[src/rtl/cy_slavefifo_port.sv]
// FX2 asynchronous slave-FIFO engine: drains EP2 OUT into the rx stream, pushes the tx stream to EP6 IN.
// Define CY_AUTO_PKTEND_EN to commit a partial EP6 packet after PKT_TIMEOUT idle cycles.
module cy_slavefifo_port #(
    parameter int unsigned STROBE_CYC  = 3,
    parameter int unsigned SETTLE_CYC  = 4,
    parameter int unsigned PKT_TIMEOUT = 50000
) (
    input  logic       sys_clk,
    input  logic       sys_rst,
    input  logic [7:0] cy_fd_in,
    output logic [7:0] cy_fd_out,
    output logic       cy_fd_oe,
    input  logic       cy_flaga,
    input  logic       cy_flagb,
    output logic       cy_slrd,
    output logic       cy_slwr,
    output logic       cy_sloe,
    output logic [1:0] cy_fifoadr,
    output logic       cy_pktend,
    output logic [7:0] rx_data,
    output logic       rx_valid,
    input  logic       rx_ready,
    input  logic [7:0] tx_data,
    input  logic       tx_last,
    input  logic       tx_valid,
    output logic       tx_ready
);
    localparam int unsigned CntMax = (STROBE_CYC > SETTLE_CYC) ? STROBE_CYC : SETTLE_CYC;
    localparam int unsigned CntW   = (CntMax > 1) ? $clog2(CntMax) : 1;

    typedef enum logic [3:0] {
        StIdle,
        StRdSetup,
        StRdStb,
        StRdSettle,
        StWrSetup,
        StWrStb,
        StWrHold,
        StPktStb,
        StWrSettle
    } state_t;

    state_t            r_state;
    logic [CntW-1:0]   r_cnt;
    logic              r_prio_wr;
    logic              r_last;
    logic [1:0]        r_flaga_sync;
    logic [1:0]        r_flagb_sync;
    logic              r_slrd;
    logic              r_slwr;
    logic              r_sloe;
    logic              r_pktend;
    logic              r_fd_oe;
    logic [7:0]        r_fd_out;
    logic [1:0]        r_fifoadr;
    logic [7:0]        r_rx_data;
    logic              r_rx_valid;
    logic              r_tx_ready;

    logic w_rd_elig;
    logic w_wr_elig;
    logic w_strobe_done;
    logic w_settle_done;
    logic w_auto_fire;

    // Flags reset to "empty"/"full" so nothing starts before the synchronizers fill.
    always_ff @(posedge sys_clk or posedge sys_rst) begin
        if (sys_rst) begin
            r_flaga_sync <= 2'b00;
            r_flagb_sync <= 2'b00;
        end else begin
            r_flaga_sync <= {r_flaga_sync[0], cy_flaga};
            r_flagb_sync <= {r_flagb_sync[0], cy_flagb};
        end
    end

    assign w_rd_elig     = r_flaga_sync[1] & ~r_rx_valid;
    assign w_wr_elig     = r_flagb_sync[1] & tx_valid;
    assign w_strobe_done = (r_cnt == CntW'(STROBE_CYC - 1));
    assign w_settle_done = (r_cnt == CntW'(SETTLE_CYC - 1));

`ifdef CY_AUTO_PKTEND_EN
    logic [15:0] r_idle_cnt;
    logic        r_pend;

    // Armed by a write without tx_last; only IDLE cycles advance the timer.
    always_ff @(posedge sys_clk or posedge sys_rst) begin
        if (sys_rst) begin
            r_idle_cnt <= '0;
            r_pend     <= 1'b0;
        end else if (r_state == StWrSetup) begin
            r_pend     <= ~r_last;
            r_idle_cnt <= '0;
        end else if (w_auto_fire) begin
            r_pend <= 1'b0;
        end else if (r_state == StIdle && r_pend && r_idle_cnt < 16'(PKT_TIMEOUT)) begin
            r_idle_cnt <= r_idle_cnt + 16'd1;
        end
    end

    assign w_auto_fire = (r_state == StIdle) && r_pend &&
                         (r_idle_cnt >= 16'(PKT_TIMEOUT)) && !tx_valid;
`else
    logic w_unused_timeout;
    assign w_auto_fire      = 1'b0;
    assign w_unused_timeout = ^PKT_TIMEOUT;
`endif

    always_ff @(posedge sys_clk or posedge sys_rst) begin
        if (sys_rst) begin
            r_state    <= StIdle;
            r_cnt      <= '0;
            r_prio_wr  <= 1'b0;
            r_last     <= 1'b0;
            r_slrd     <= 1'b1;
            r_slwr     <= 1'b1;
            r_sloe     <= 1'b1;
            r_pktend   <= 1'b1;
            r_fd_oe    <= 1'b0;
            r_fd_out   <= '0;
            r_fifoadr  <= 2'b00;
            r_rx_data  <= '0;
            r_rx_valid <= 1'b0;
            r_tx_ready <= 1'b0;
        end else begin
            r_tx_ready <= 1'b0;
            if (r_rx_valid && rx_ready) begin
                r_rx_valid <= 1'b0;
            end
            case (r_state)
                StIdle: begin
                    r_cnt <= '0;
                    if (w_auto_fire) begin
                        r_state   <= StPktStb;
                        r_fifoadr <= 2'b10;
                        r_pktend  <= 1'b0;
                    end else if (w_rd_elig && (!w_wr_elig || !r_prio_wr)) begin
                        r_state   <= StRdSetup;
                        r_fifoadr <= 2'b00;
                        r_sloe    <= 1'b0;
                        r_prio_wr <= 1'b1;
                    end else if (w_wr_elig) begin
                        r_state    <= StWrSetup;
                        r_fifoadr  <= 2'b10;
                        r_fd_oe    <= 1'b1;
                        r_fd_out   <= tx_data;
                        r_last     <= tx_last;
                        r_tx_ready <= 1'b1;
                        r_prio_wr  <= 1'b0;
                    end
                end
                StRdSetup: begin
                    r_state <= StRdStb;
                    r_slrd  <= 1'b0;
                    r_cnt   <= '0;
                end
                StRdStb: begin
                    if (w_strobe_done) begin
                        r_state    <= StRdSettle;
                        r_slrd     <= 1'b1;
                        r_rx_data  <= cy_fd_in;
                        r_rx_valid <= 1'b1;
                        r_cnt      <= '0;
                    end else begin
                        r_cnt <= r_cnt + 1'b1;
                    end
                end
                StRdSettle: begin
                    // FX2 keeps driving FD for one cycle past the strobe.
                    r_sloe <= 1'b1;
                    if (w_settle_done) begin
                        r_state <= StIdle;
                        r_cnt   <= '0;
                    end else begin
                        r_cnt <= r_cnt + 1'b1;
                    end
                end
                StWrSetup: begin
                    r_state <= StWrStb;
                    r_slwr  <= 1'b0;
                    r_cnt   <= '0;
                end
                StWrStb: begin
                    if (w_strobe_done) begin
                        r_state <= StWrHold;
                        r_slwr  <= 1'b1;
                        r_cnt   <= '0;
                    end else begin
                        r_cnt <= r_cnt + 1'b1;
                    end
                end
                StWrHold: begin
                    r_fd_oe <= 1'b0;
                    r_cnt   <= '0;
                    if (r_last) begin
                        r_state  <= StPktStb;
                        r_pktend <= 1'b0;
                    end else begin
                        r_state <= StWrSettle;
                    end
                end
                StPktStb: begin
                    if (w_strobe_done) begin
                        r_state  <= StWrSettle;
                        r_pktend <= 1'b1;
                        r_cnt    <= '0;
                    end else begin
                        r_cnt <= r_cnt + 1'b1;
                    end
                end
                StWrSettle: begin
                    if (w_settle_done) begin
                        r_state <= StIdle;
                        r_cnt   <= '0;
                    end else begin
                        r_cnt <= r_cnt + 1'b1;
                    end
                end
                default: begin
                    r_state <= StIdle;
                    r_cnt   <= '0;
                end
            endcase
        end
    end

    assign cy_fd_out  = r_fd_out;
    assign cy_fd_oe   = r_fd_oe;
    assign cy_slrd    = r_slrd;
    assign cy_slwr    = r_slwr;
    assign cy_sloe    = r_sloe;
    assign cy_fifoadr = r_fifoadr;
    assign cy_pktend  = r_pktend;
    assign rx_data    = r_rx_data;
    assign rx_valid   = r_rx_valid;
    assign tx_ready   = r_tx_ready;

endmodule

[config.mk]
export PLATFORM = sky130hd
export DESIGN_NAME = cy_slavefifo_port
export DESIGN_NICKNAME = d
export VERILOG_FILES = /design/src/rtl/cy_slavefifo_port.sv
export SDC_FILE = /design/constraint.sdc
export NUM_CORES = 1
export LEC_CHECK = 0
export CAP_MARGIN = 20
export CELL_PAD_IN_SITES_DETAIL_PLACEMENT = 1
export CELL_PAD_IN_SITES_GLOBAL_PLACEMENT = 1
export CORE_MARGIN = 4
export CORE_UTILIZATION = 37
export DETAILED_ROUTE_END_ITERATION = 10
export GPL_TIMING_DRIVEN = 0
export PLACE_DENSITY = 0.88
export SYNTH_ARGS = -nofsm -noshare
export SYNTH_HDL_FRONTEND = slang
export SYNTH_SLANG_ARGS = --single-unit
export TNS_END_PERCENT = 10
[constraint.sdc]
create_clock -name sys_clk -period 1.96 [get_ports sys_clk]
set_input_delay 0.392 -clock sys_clk [delete_from_list [all_inputs] [get_ports sys_clk]]
set_output_delay 0.392 -clock sys_clk [all_outputs]
set_load 0.02 [all_outputs]
After elaboration in Yosys (flattened, before gate mapping)

Cells that the tools add are included.

Flip-flop bits (word level): 37
Bits in latches: 0
RAM bits: 0
Bits in read-only memories: 0
Input port bits: 23
Output and inout port bits: 25
Word-level logic and storage cells: 94
Memories kept: 0

Add/subtract/negate cells: 1
Multiply operators: 0
Div/mod/pow operators: 0
$lt $le $gt $ge: 0
Equal/unequal tests: 19
Shift-type cells: 0
Mux-type cells: 31
Bitwise logic cells: 4
Reduce and logical (&&, ||, !) cells: 23

Operators by type and width:

| cell                                                  | number |
|---|---|
| one-hot mux 4 bit (8 select lines)                    | 1 |
| two-way mux 4 bit                                     | 7 |
| equality test 4 x 3 -> 1 bit, second input constant   | 4 |
| inequality test 2 bit, second input constant          | 7 |
| two-way mux 1 bit                                     | 13 |
| nonzero test 2 bit                                    | 6 |
| one-hot mux 1 bit (2 select lines)                    | 5 |
| AND reduction 2 bit                                   | 5 |
| AND reduction 3 bit                                   | 3 |
| equality test 4 x 2 -> 1 bit, second input constant   | 2 |
| two-way mux 2 bit                                     | 4 |
| AND reduction 5 bit                                   | 1 |
| equality test 2 bit, second input constant            | 2 |
| equality test 4 x 1 -> 1 bit, second input constant   | 1 |
| equality test 4 bit, second input constant            | 1 |
| logical NOT 4 bit                                     | 1 |
| one-hot mux 2 bit (2 select lines)                    | 1 |
| inequality test 3 bit, second input constant          | 1 |
| OR reduction 3 bit                                    | 1 |
| adder 2 x 1 -> 2 bit, second input constant           | 1 |
| AND 1 bit                                             | 2 |
| logical AND 1 bit                                     | 2 |
| logical NOT 1 bit                                     | 2 |
| inequality test 2 x 1 -> 1 bit, second input constant | 1 |
| 3 further kinds                                       | 4 |

Logic depth before layout (Yosys ltp)

Gate-level depths: netlist of run 1.

Depth in word-level cells: 6
Gate-level depth with buffers: 7
Mapped depth without buffers: 6

Least setup slack after synthesis of run 1

OpenSTA, ideal clock, no wires.

Path kind: flip-flop to flip-flop
Start: register r_state[2]
End: register r_fd_out[0] (netlist: cy_fd_out[0])
Library setup time: 0.125 ns
Arrival time: 1.564 ns
Data required time: 1.835 ns
Path slack: 0.271 ns
Cell stages (with the launch flop): 8
Path buffers: 2
Path through: dfrtp_1 > buf_2 > nor4_4 > nand3_1 > or2_1 > inv_2 > buf_8 > mux2_4

Cells in the longest elaborated chain, start to end: 2

RTL lines:

| what                                 | line | RTL |
|---|---|---|
| start: declaration                   | 43   | `state_t r_state;` |
| start signal: assignment             | 111  | `r_state <= StIdle;` |
| start signal: assignment             | 134  | `r_state <= StPktStb;` |
| start signal: assignment             | 138  | `r_state <= StRdSetup;` |
| logical NOT 4 bit                    | 130  | `case (r_state)` |
| AND reduction 3 bit (no source line) | --   |  |
| end signal: assignment               | 146  | `r_fd_out <= tx_data;` |
| end: declaration                     | 54   | `logic [7:0] r_fd_out;` |

No other way between the ends.
A chain may end at the register's enable or synchronous reset.

Final worst setup path of run 1

Start: register r_state[0]
End: register r_fd_out[3] (netlist: cy_fd_out[3])

Same word-level chain as after synthesis.

==> flow_metrics.env, run 1 <==
export IMPL_diodes=0
export IMPL_finalNetCount=219
export IMPL_worst_hold_slack_ns=0.363
export IMPL_wirelength_um=4600
export IMPL_cp_max_fo=10
export IMPL_ys_warn_count=0
export IMPL_seq_area_frac_synth=0.535
export IMPL_grt_ovfl_total=0
export IMPL_cts_tree="yes"
export IMPL_crit_path_end_kind="flop"
export IMPL_grt_max_degree=24
export IMPL_cap_viol_max_count=0
export IMPL_hold_buffers=0
export IMPL_post_drt_wl_per_cell_um=18.8
export IMPL_leakagePower_uw=0.000989
export IMPL_worstPathArrival_ns=2.04
export IMPL_drive_above_1_share=0.192
export IMPL_ys_ff_latch=36
export IMPL_first_iter_violations=52
export IMPL_syn_nets=165
export IMPL_worstSetupPathType="reg2reg"
export IMPL_clockBufferDepth=2
export IMPL_min_period_ns=1.86
export IMPL_syn_area_um2=1690
export IMPL_p_switching_uw=1520
export IMPL_grt_use_total=0.181
export IMPL_peakVddDrop_mv=0.718
export IMPL_place_ws_ns=-0.105
export IMPL_gp_congestion=0.862
export IMPL_final_cells=245
export IMPL_powerDensity_nw_per_um2=1630
export IMPL_pwr_share_seq=0.335
export IMPL_drc_errors=0
export IMPL_rows=24
export IMPL_synth_top_area_frac=0.473
export IMPL_combPwrFrac=0.518
export IMPL_hold_violations=0
export IMPL_relSlewSlack=0.581
export IMPL_start_util=0.386
export IMPL_grt_pass1_wl_um=7530
export IMPL_cp_required_ns=2.14
export IMPL_clock_fmax_ghz=0.539
export IMPL_wl_met1_um=1820
export IMPL_grt_antenna_before_repair=0
export IMPL_hpwl_um=3510
export IMPL_synthCells=138
export IMPL_dieArea_um2=5720
export IMPL_yosys_top_cells_area="dfrtp_1, mux2_4, dfstp_2"
export IMPL_cts_setup_buffers=0
export IMPL_async_flop_share=1.00
export IMPL_cts_sink_count=36
export IMPL_die_height_um=75.6
export IMPL_synth_cell_type_count=48
export IMPL_syn_avg_cell_area_um2=12.3
export IMPL_core_area_um2=4380
export IMPL_post_cts_resized=0
export IMPL_htreeDepth=2
export IMPL_fin_skew_ns=0.00745
export IMPL_clock_latency_ns=0.30
export IMPL_firstDrtPassIters=4
export IMPL_setup_violations=0
export IMPL_die_w_um=75.6
export IMPL_synth_main_ff_cell="dfrtp_1"
export IMPL_status="complete, no violations"
export IMPL_antenna_left=0
export IMPL_yosys_area_top_type="dfrtp_1"
export IMPL_ioPinCount=48
export IMPL_top_layer="met4"
export IMPL_syn2layout_area_growth_pct=38.1
export IMPL_dpl_cell_count=237
export IMPL_wl_met2_um=2360
export IMPL_p_sw_frac=0.399
export IMPL_io_buffers=46
export IMPL_slew_violations=0
export IMPL_hold_class="reg2reg"
export IMPL_clkPwrFrac=0.147
export IMPL_timing_final_crit_share=0.947
export IMPL_worst_pin_slew_ns=0.628
export IMPL_fin_ws_ns=0.104
export IMPL_ctsRootBufferMaster="clkbuf_8"
export IMPL_cts_made_buffers=5
export IMPL_met3_length_um=294
export IMPL_final_util=0.533
export IMPL_power_internal_uw=2290
export IMPL_synth_edf_count=0
export IMPL_clk_pin_slew_worst_paths_ns=0.08
export IMPL_via_per_inst=5.41
export IMPL_start_kind="flop"
export IMPL_rsz0062_at_grt="true"
export IMPL_grt_pass1_vias=1509
export IMPL_vias=1326
layout by cell type (no fill, tap or decap), types with 2 or more instances in the layout:
cell type | synthesis | layout
inv_1 | 7 | 7
mux2_1 | 4 | 4
or2_1 | 2 | 2
mux2_2 | 5 | 5
o31ai_1 | 3 | 3
dfrtp_1 | 32 | 32
a31oi_1 | 3 | 3
o22ai_1 | 2 | 2
nand2b_1 | 2 | 2
nor3_1 | 2 | 2
clkinv_2 | 0 | 2
mux2_4 | 8 | 8
clkdlybuf4s50_1 | 0 | 46
nor2b_1 | 4 | 4
dfstp_2 | 4 | 4
a21oi_1 | 8 | 8
nand3_1 | 4 | 4
clkbuf_8 | 0 | 6
nor2_1 | 4 | 4
o21ai_0 | 2 | 2
ha_1 | 4 | 4
o21ai_1 | 2 | 2
buf_2 | 2 | 2
nand2_1 | 5 | 5
clkbuf_1 | 3 | 3
power by group through the flow:
stage          combinational [uW]  clock [uW]  sequential, uW
2_1_floorplan                 965           0            1500
3_3_place_gp                 1860           0            1250
3_5_place_dp                 1960           0            1290
4_1_cts                      1980         575            1280
5_1_grt                      2130         604            1320
6_report                     1970         559            1280
logic make-up (layout without fill, tap and decap cells):
| group | count (synthesis) | in the layout | synth area share |
|---|---|---|---|
| multiplexers | 18 | 18 | 0.137 |
| adder cells (fa/ha/maj) | 4 | 4 | 0.0296 |
| AO/OA/AOI/OAI | 29 | 29 | 0.118 |
| flip-flops | 36 | 36 | 0.535 |
| other | 1 | 1 | 0.00222 |
| buffers and inverters | 16 | 71 | 0.0503 |
| AND/OR/NAND/NOR | 34 | 34 | 0.129 |
through the flow:
step | TNS, ns | power, uW | instance area [um2]
floorplan | 0 | 2460 | 1690
global placement | -0.781 | 3110 | 2220
detailed placement | -0.763 | 3240 | 2250
CTS | 0 | 3840 | 2340
global route | -0.0132 | 4050 | 2340
finish | 0 | 3810 | 2340
registers in the layout, summed over array words and instances, names as in the netlist:
register and cells:
cy_fd_out 8, rx_data 8, r_state 4, r_cnt 2, r_flaga_sync 2, r_flagb_sync 2, cy_fd_oe 1, cy_fifoadr 1
cy_pktend 1, cy_sloe 1, cy_slrd 1, cy_slwr 1, r_last 1, r_prio_wr 1, rx_valid 1, tx_ready 1
final cells by class:
type	count	area [um2]
fill	455	2050
sequential	36	906
multi-input combinational	86	702
timing repair buffer	47	488
clock buffer	6	82.6
tap	52	65.1
buffer	8	55.1
inverter	8	30.0
clock inverter	2	10.0
cell usage after synthesis (4+ instances only):
cell     number
dfrtp_1      32
dfstp_2       4
mux2_2        5
a21oi_1       8
nand3_1       4
nand2_1       5
mux2_4        8
ha_1          4
nor2b_1       4
nor2_1        4
mux2_1        4
inv_1         7
worst paths after layout:
path | startpoint | to | slack [ns] | cells after the start
max | r_state[0] | cy_fd_out[3] | 0.10 | 6
min | r_flaga_sync[0] | r_flaga_sync[1] | 0.36 | 0
max reg2reg | r_state[0] | cy_fd_out[3] | 0.10 | 6
min reg2reg | r_flaga_sync[0] | r_flaga_sync[1] | 0.36 | 0
max in group asynchronous | sys_rst | rx_data[2] | 0.95 | 3
min in group asynchronous | sys_rst | r_last | 0.49 | 2
layer usage:
layer / vias to the layer above / track usage
met5: - / 0
met4: 0 / 0.0913
met3: 12 / 0.0660
met2: 48 / 0.303
met1: 674 / 0.203
li1: 592 / -
worst max-delay path, stage by stage, from the launching register on:
cell and delay (ns):
dfrtp_1 0.45, nor4_4 0.34, nand3_1 0.13, or2_1 0.26, inv_2 0.09, buf_8 0.16
mux2_4 0.31
No activity file was read; power rests on OpenSTA's default activity.
==> run 2: changes to the inputs <==
Settings changed: CAP_MARGIN 20 to 10.
==> results of run 2 <==
Final layout, timing and power as in run 1 (identical DEF).
==> RTL edit 1 (flow settings as in run 1) <==
Set the parameter `SETTLE_CYC` to 8 (it was 4).
--- a/src/rtl/cy_slavefifo_port.sv
+++ b/src/rtl/cy_slavefifo_port.sv
@@ -2,7 +2,7 @@
 // Define CY_AUTO_PKTEND_EN to commit a partial EP6 packet after PKT_TIMEOUT idle cycles.
 module cy_slavefifo_port #(
     parameter int unsigned STROBE_CYC  = 3,
-    parameter int unsigned SETTLE_CYC  = 4,
+    parameter int unsigned SETTLE_CYC  = 8,
     parameter int unsigned PKT_TIMEOUT = 50000
 ) (
     input  logic       sys_clk,
Formal check against the unedited RTL: no difference found for any inputs over 10 cycles, from zero or initial values and one cycle with sys_rst high; that may be too few to reach the edited logic, so the function may still have changed.
==> RTL edit 1 against run 1 <==
  * Synthesized area is 2.4% lower
  * Worst setup slack got worse by 0.036 ns
  * Final area rose by 1.4%
  * Sequential cell count grew 1
  * Total power increased by 8.3%
  * Sequential share of layout area is 0.50 points higher
  * Wire length up 9.9%
  * Largest power group unchanged
==> RTL edit 1: results (changes against run 1) <==
[cts]
htreeDepth = 2  ; unchanged
cts.clk_slew.worst_paths_ns = 0.08  ; about the same
clock-root-buffer = clkbuf_8  ; unchanged
cts_made_buffers = 5  ; unchanged
clock_latency_ns = 0.30  ; about the same

[placed_design]
place_hpwl_um = 3370  ; was 3510 um
dp.cells = 237  ; unchanged
gp_congestion = 0.791  ; was 0.862
dpl_cell_area_um2 = 2210  ; was 2250 um2
dp_slack_ns = -0.204  ; was -0.105 ns
portBuffers = 46  ; unchanged

[pwr]
peakVddDrop_v = 0.000779  ; was 0.000718 V
leakagePower_nw = 1.02  ; was 0.989 nW

[yosys]
synthAdderAreaFrac = 0.0227  ; was 0.0296
yosys-top-cells-count = dfrtp_1, mux2_1, nor2_1  ; was dfrtp_1, a21oi_1, mux2_4
synth_xor_xnor_area_share = 0  ; unchanged
muxShareOfSynthArea = 0.137  ; about the same
synth_compound_area_frac = 0.114  ; was 0.118
synthesis.nets = 164  ; was 165
ys_seq_area_frac = 0.563  ; was 0.535
yosys_warnings = 0  ; unchanged
syn_area_per_cell_um2 = 12.0  ; was 12.3 um2
synth.area.top_cells = dfrtp_1, mux2_1, dfstp_2, a21oi_1, ha_1  ; was dfrtp_1, mux2_4, dfstp_2, mux2_2, ha_1
ys_types = 39  ; was 48

[route]
highest_layer = met4  ; unchanged
drt_iter0_drc = 71  ; was 52
firstDrtPassIters = 4  ; unchanged
wl_met3_um = 406  ; was 294 um
route.met2.wl_um = 2600  ; was 2360 um
wl_met1_um = 1990  ; was 1820 um
viasPerCell = 5.20  ; was 5.41
wire_per_inst_um = 20.5  ; was 18.8 um
wl_um = 5060  ; was 4600 um

[timing]
relSlewSlack = 0.445  ; was 0.581
finalSetupViolCount = 0  ; unchanged
final.setup_skew_ns = 0.00479  ; was 0.00745 ns
hold_violations = 0  ; unchanged

[critical_path]
cp_slowest_stage_delay_ns = 0.39  ; was 0.45 ns
critPathSlowestCell = nor4_4  ; was dfrtp_1
arrival_ns = 2.06  ; was 2.04 ns
cpLargestDelayFamily = simple AND/OR/NAND/NOR gates  ; unchanged

[global_route]
grt_max_degree = 20  ; was 24
antenna_found_initial = 0  ; unchanged
grt_pass1_vias = 1493  ; was 1509
grtUsageTotal = 0.200  ; was 0.181
grt_pass1_wl_um = 8200  ; was 7530 um

[finish]
seqCellArea_um2 = 931  ; was 906 um2
drive_gt1_frac = 0.164  ; was 0.192
layout.nets = 220  ; was 219
n_fill_cell = 451  ; was 455
antenna_cells = 0  ; unchanged

[run_status]
status = finished clean  ; unchanged

## RTL edit 1: cells by family (layout without fill, tap and decap cells)
kind of cell | count (synthesis) | after routing
other cells | 1 | 1
simple gates | 35 | 35
buf+inv | 15 | 72
compound gates | 27 | 27
flops | 37 | 37
mux | 20 | 20
fa+ha+maj | 3 | 3
## RTL edit 1: cell type report
class,instances,area share
sequential,37,0.392
multi-input combinational,86,0.283
timing repair buffer,49,0.212
clock buffer,6,0.0348
tap,52,0.0274
buffer,8,0.0232
clock inverter,2,0.0158
inverter,7,0.0111
## RTL edit 1: power breakdown
part / switching [mW] / total (mW) / internal [mW]
Clock: 0.284 / 0.698 / 0.414
Sequential: 0.256 / 1.35 / 1.09
Combinational: 1.11 / 2.08 / 0.976
## RTL edit 1: what timing repair did
| action | 4_1_cts | 5_1_grt |
|---|---|---|
| gates cloned | 0 | 0 |
| resized for setup | 4 | 6 |
| setup endpoints to repair | 10 | 15 |
| pin swaps | 0 | 0 |
| buffers inserted | 0 | 2 |
## RTL edit 1: path summary, 6_finish.rpt
kind | end | depth (start not counted) | slack, ns | from
max | cy_fd_out[3] | 6 | 0.07 | r_state[0]
min | r_flaga_sync[1] | 0 | 0.36 | r_flaga_sync[0]
max reg2reg | cy_fd_out[3] | 6 | 0.07 | r_state[0]
min reg2reg | r_flaga_sync[1] | 0 | 0.36 | r_flaga_sync[0]
max in group asynchronous | cy_pktend | 3 | 0.73 | sys_rst
min in group asynchronous | rx_data[4] | 2 | 0.58 | sys_rst
## RTL edit 1: metal layers
metal	vias to the layer above	global-route usage
met4	0	0.0534
met1	638	0.234
li1	589	-
met2	50	0.338
met3	8	0.0841
met5	-	0
==> RTL edit 2 (config.mk and constraints of run 1) <==
Made on the original files. Encoding of `state_t`: now Gray code (4 bits for 9 states).
--- a/src/rtl/cy_slavefifo_port.sv
+++ b/src/rtl/cy_slavefifo_port.sv
@@ -29,15 +29,15 @@
     localparam int unsigned CntW   = (CntMax > 1) ? $clog2(CntMax) : 1;
 
     typedef enum logic [3:0] {
-        StIdle,
-        StRdSetup,
-        StRdStb,
-        StRdSettle,
-        StWrSetup,
-        StWrStb,
-        StWrHold,
-        StPktStb,
-        StWrSettle
+        StIdle     = 4'b0000,
+        StRdSetup  = 4'b0001,
+        StRdStb    = 4'b0011,
+        StRdSettle = 4'b0010,
+        StWrSetup  = 4'b0110,
+        StWrStb    = 4'b0111,
+        StWrHold   = 4'b0101,
+        StPktStb   = 4'b0100,
+        StWrSettle = 4'b1100
     } state_t;
 
     state_t            r_state;
Function: same outputs for any inputs over 10 cycles, from zero or initial values and one cycle with sys_rst high; not proved beyond that.
==> RTL edit 2 against run 1 <==
  * Count of clock-buffer cells in the layout grew 2
  * Sequential share of layout area grew 0.92 points
  * Worst setup slack gained 0.011 ns
  * Worst hold slack lost 0.010 ns
  * Total power shrank 3.7%
  * Wire length shrank 2.2%
  * Via count shrank 4.2%
  * Critical path depth shrank 5
  * Sequential cell count is the same
  * Utilization grew 2.2 points
  * Synthesized area shrank 3.8%
  * First-iteration DRC count grew 35%
  * Final area shrank 2.2%
  * Critical path type is now reg -> out
  * Critical endpoint is now cy_pktend
  * Largest power group unchanged
==> RTL edit 2: results (changes against run 1) <==
[timing]
worst_slack_ns = 0.115  ; was 0.104 ns
relSlewSlack = 0.487  ; was 0.581
worst_hold_slack_ns = 0.353  ; was 0.363 ns

[finish]
drive_gt1_frac = 0.201  ; was 0.192
n_fill_cell = 419  ; was 455
multi_input_area_um2 = 679  ; was 702 um2

[placed_design]
dp_slack_ns = -0.0731  ; was -0.105 ns
gp_congestion = 0.896  ; was 0.862
dpl_cell_area_um2 = 2180  ; was 2250 um2

[pwr]
leakagePower_nw = 0.976  ; was 0.989 nW
seqPwrFrac = 0.351  ; was 0.335
peakVddDrop_v = 0.000756  ; was 0.000718 V
switchingPower_mw = 1.44  ; was 1.52 mW
switching_share = 0.393  ; was 0.399

[critical_path]
critPathSlowestCell = clkdlybuf4s50_1  ; was dfrtp_1
arrival_ns = 1.45  ; was 2.04 ns
cp_slowest_stage_delay_ns = 0.61  ; was 0.45 ns
cpLargestDelayFamily = buffers and inverters  ; was simple AND/OR/NAND/NOR gates
crit_end = cy_pktend  ; was cy_fd_out[3]

[global_route]
grt_pass1_vias = 1411  ; was 1509
grtUsageTotal = 0.177  ; was 0.181
grt_max_degree = 20  ; was 24
grt_pass1_wl_um = 7170  ; was 7530 um

[yosys]
yosys-top-cells-count = dfrtp_1, mux2_2, nand2_1  ; was dfrtp_1, a21oi_1, mux2_4
synthCells = 134  ; was 138
synth.area.top_cells = dfrtp_1, mux2_2, dfstp_2, mux2_1, ha_1  ; was dfrtp_1, mux2_4, dfstp_2, mux2_2, ha_1
ys_seq_area_frac = 0.556  ; was 0.535
ys_types = 38  ; was 48
synthesis.nets = 161  ; was 165

[cts]
clock_path_buffers = 2  ; unchanged
cts.clk_slew.worst_paths_ns = 0.07
cts_setup_buffers = 0  ; unchanged

[route]
drt_iter0_drc = 70  ; was 52
vias = 1270  ; was 1326
viasPerCell = 5.31  ; was 5.41
wl_um = 4500  ; was 4600 um

[worst_hold_path]
worstHoldEndpoint = r_flagb_sync[1]  ; was r_flaga_sync[1]
hold_start = r_flagb_sync[0]  ; was r_flaga_sync[0]

[run_status]
status = finished clean  ; unchanged

==> RTL edit 2: final cells by class <==
class,instances,area share
repair buffers,47,0.213
well taps,50,0.0274
flip-flops and latches,36,0.397
multi-input cells,86,0.297
plain buffers,6,0.0164
clock buffers,8,0.0394
inverters,6,0.00985
==> RTL edit 2: logic make-up (layout without fill, tap and decap cells) <==
logic type,count (synthesis),after routing,synth area share
AO/OA/AOI/OAI,28,28,0.129
adder cells (fa/ha/maj),4,4,0.0307
AND/OR/NAND/NOR,36,36,0.128
flip-flops,36,36,0.556
other,1,1,0.00230
buffers and inverters,12,67,0.0369
multiplexers,17,17,0.118
==> RTL edit 2: per-layer routing <==
layer  wire length (um)  vias up  GRT usage
met4                 55        0     0.0534
li1                   -      587          -
met1               1780      656      0.205
met5                  0        -          0
met2               2520       21      0.321
met3                144        6     0.0473
==> RTL edit 2: what timing repair did <==
action,4_1_cts,5_1_grt
hold buffers,0,0
endpoints found under the setup margin,2,17
gates resized for setup,2,3
endpoints found under the hold margin,0,0
cloned,0,0
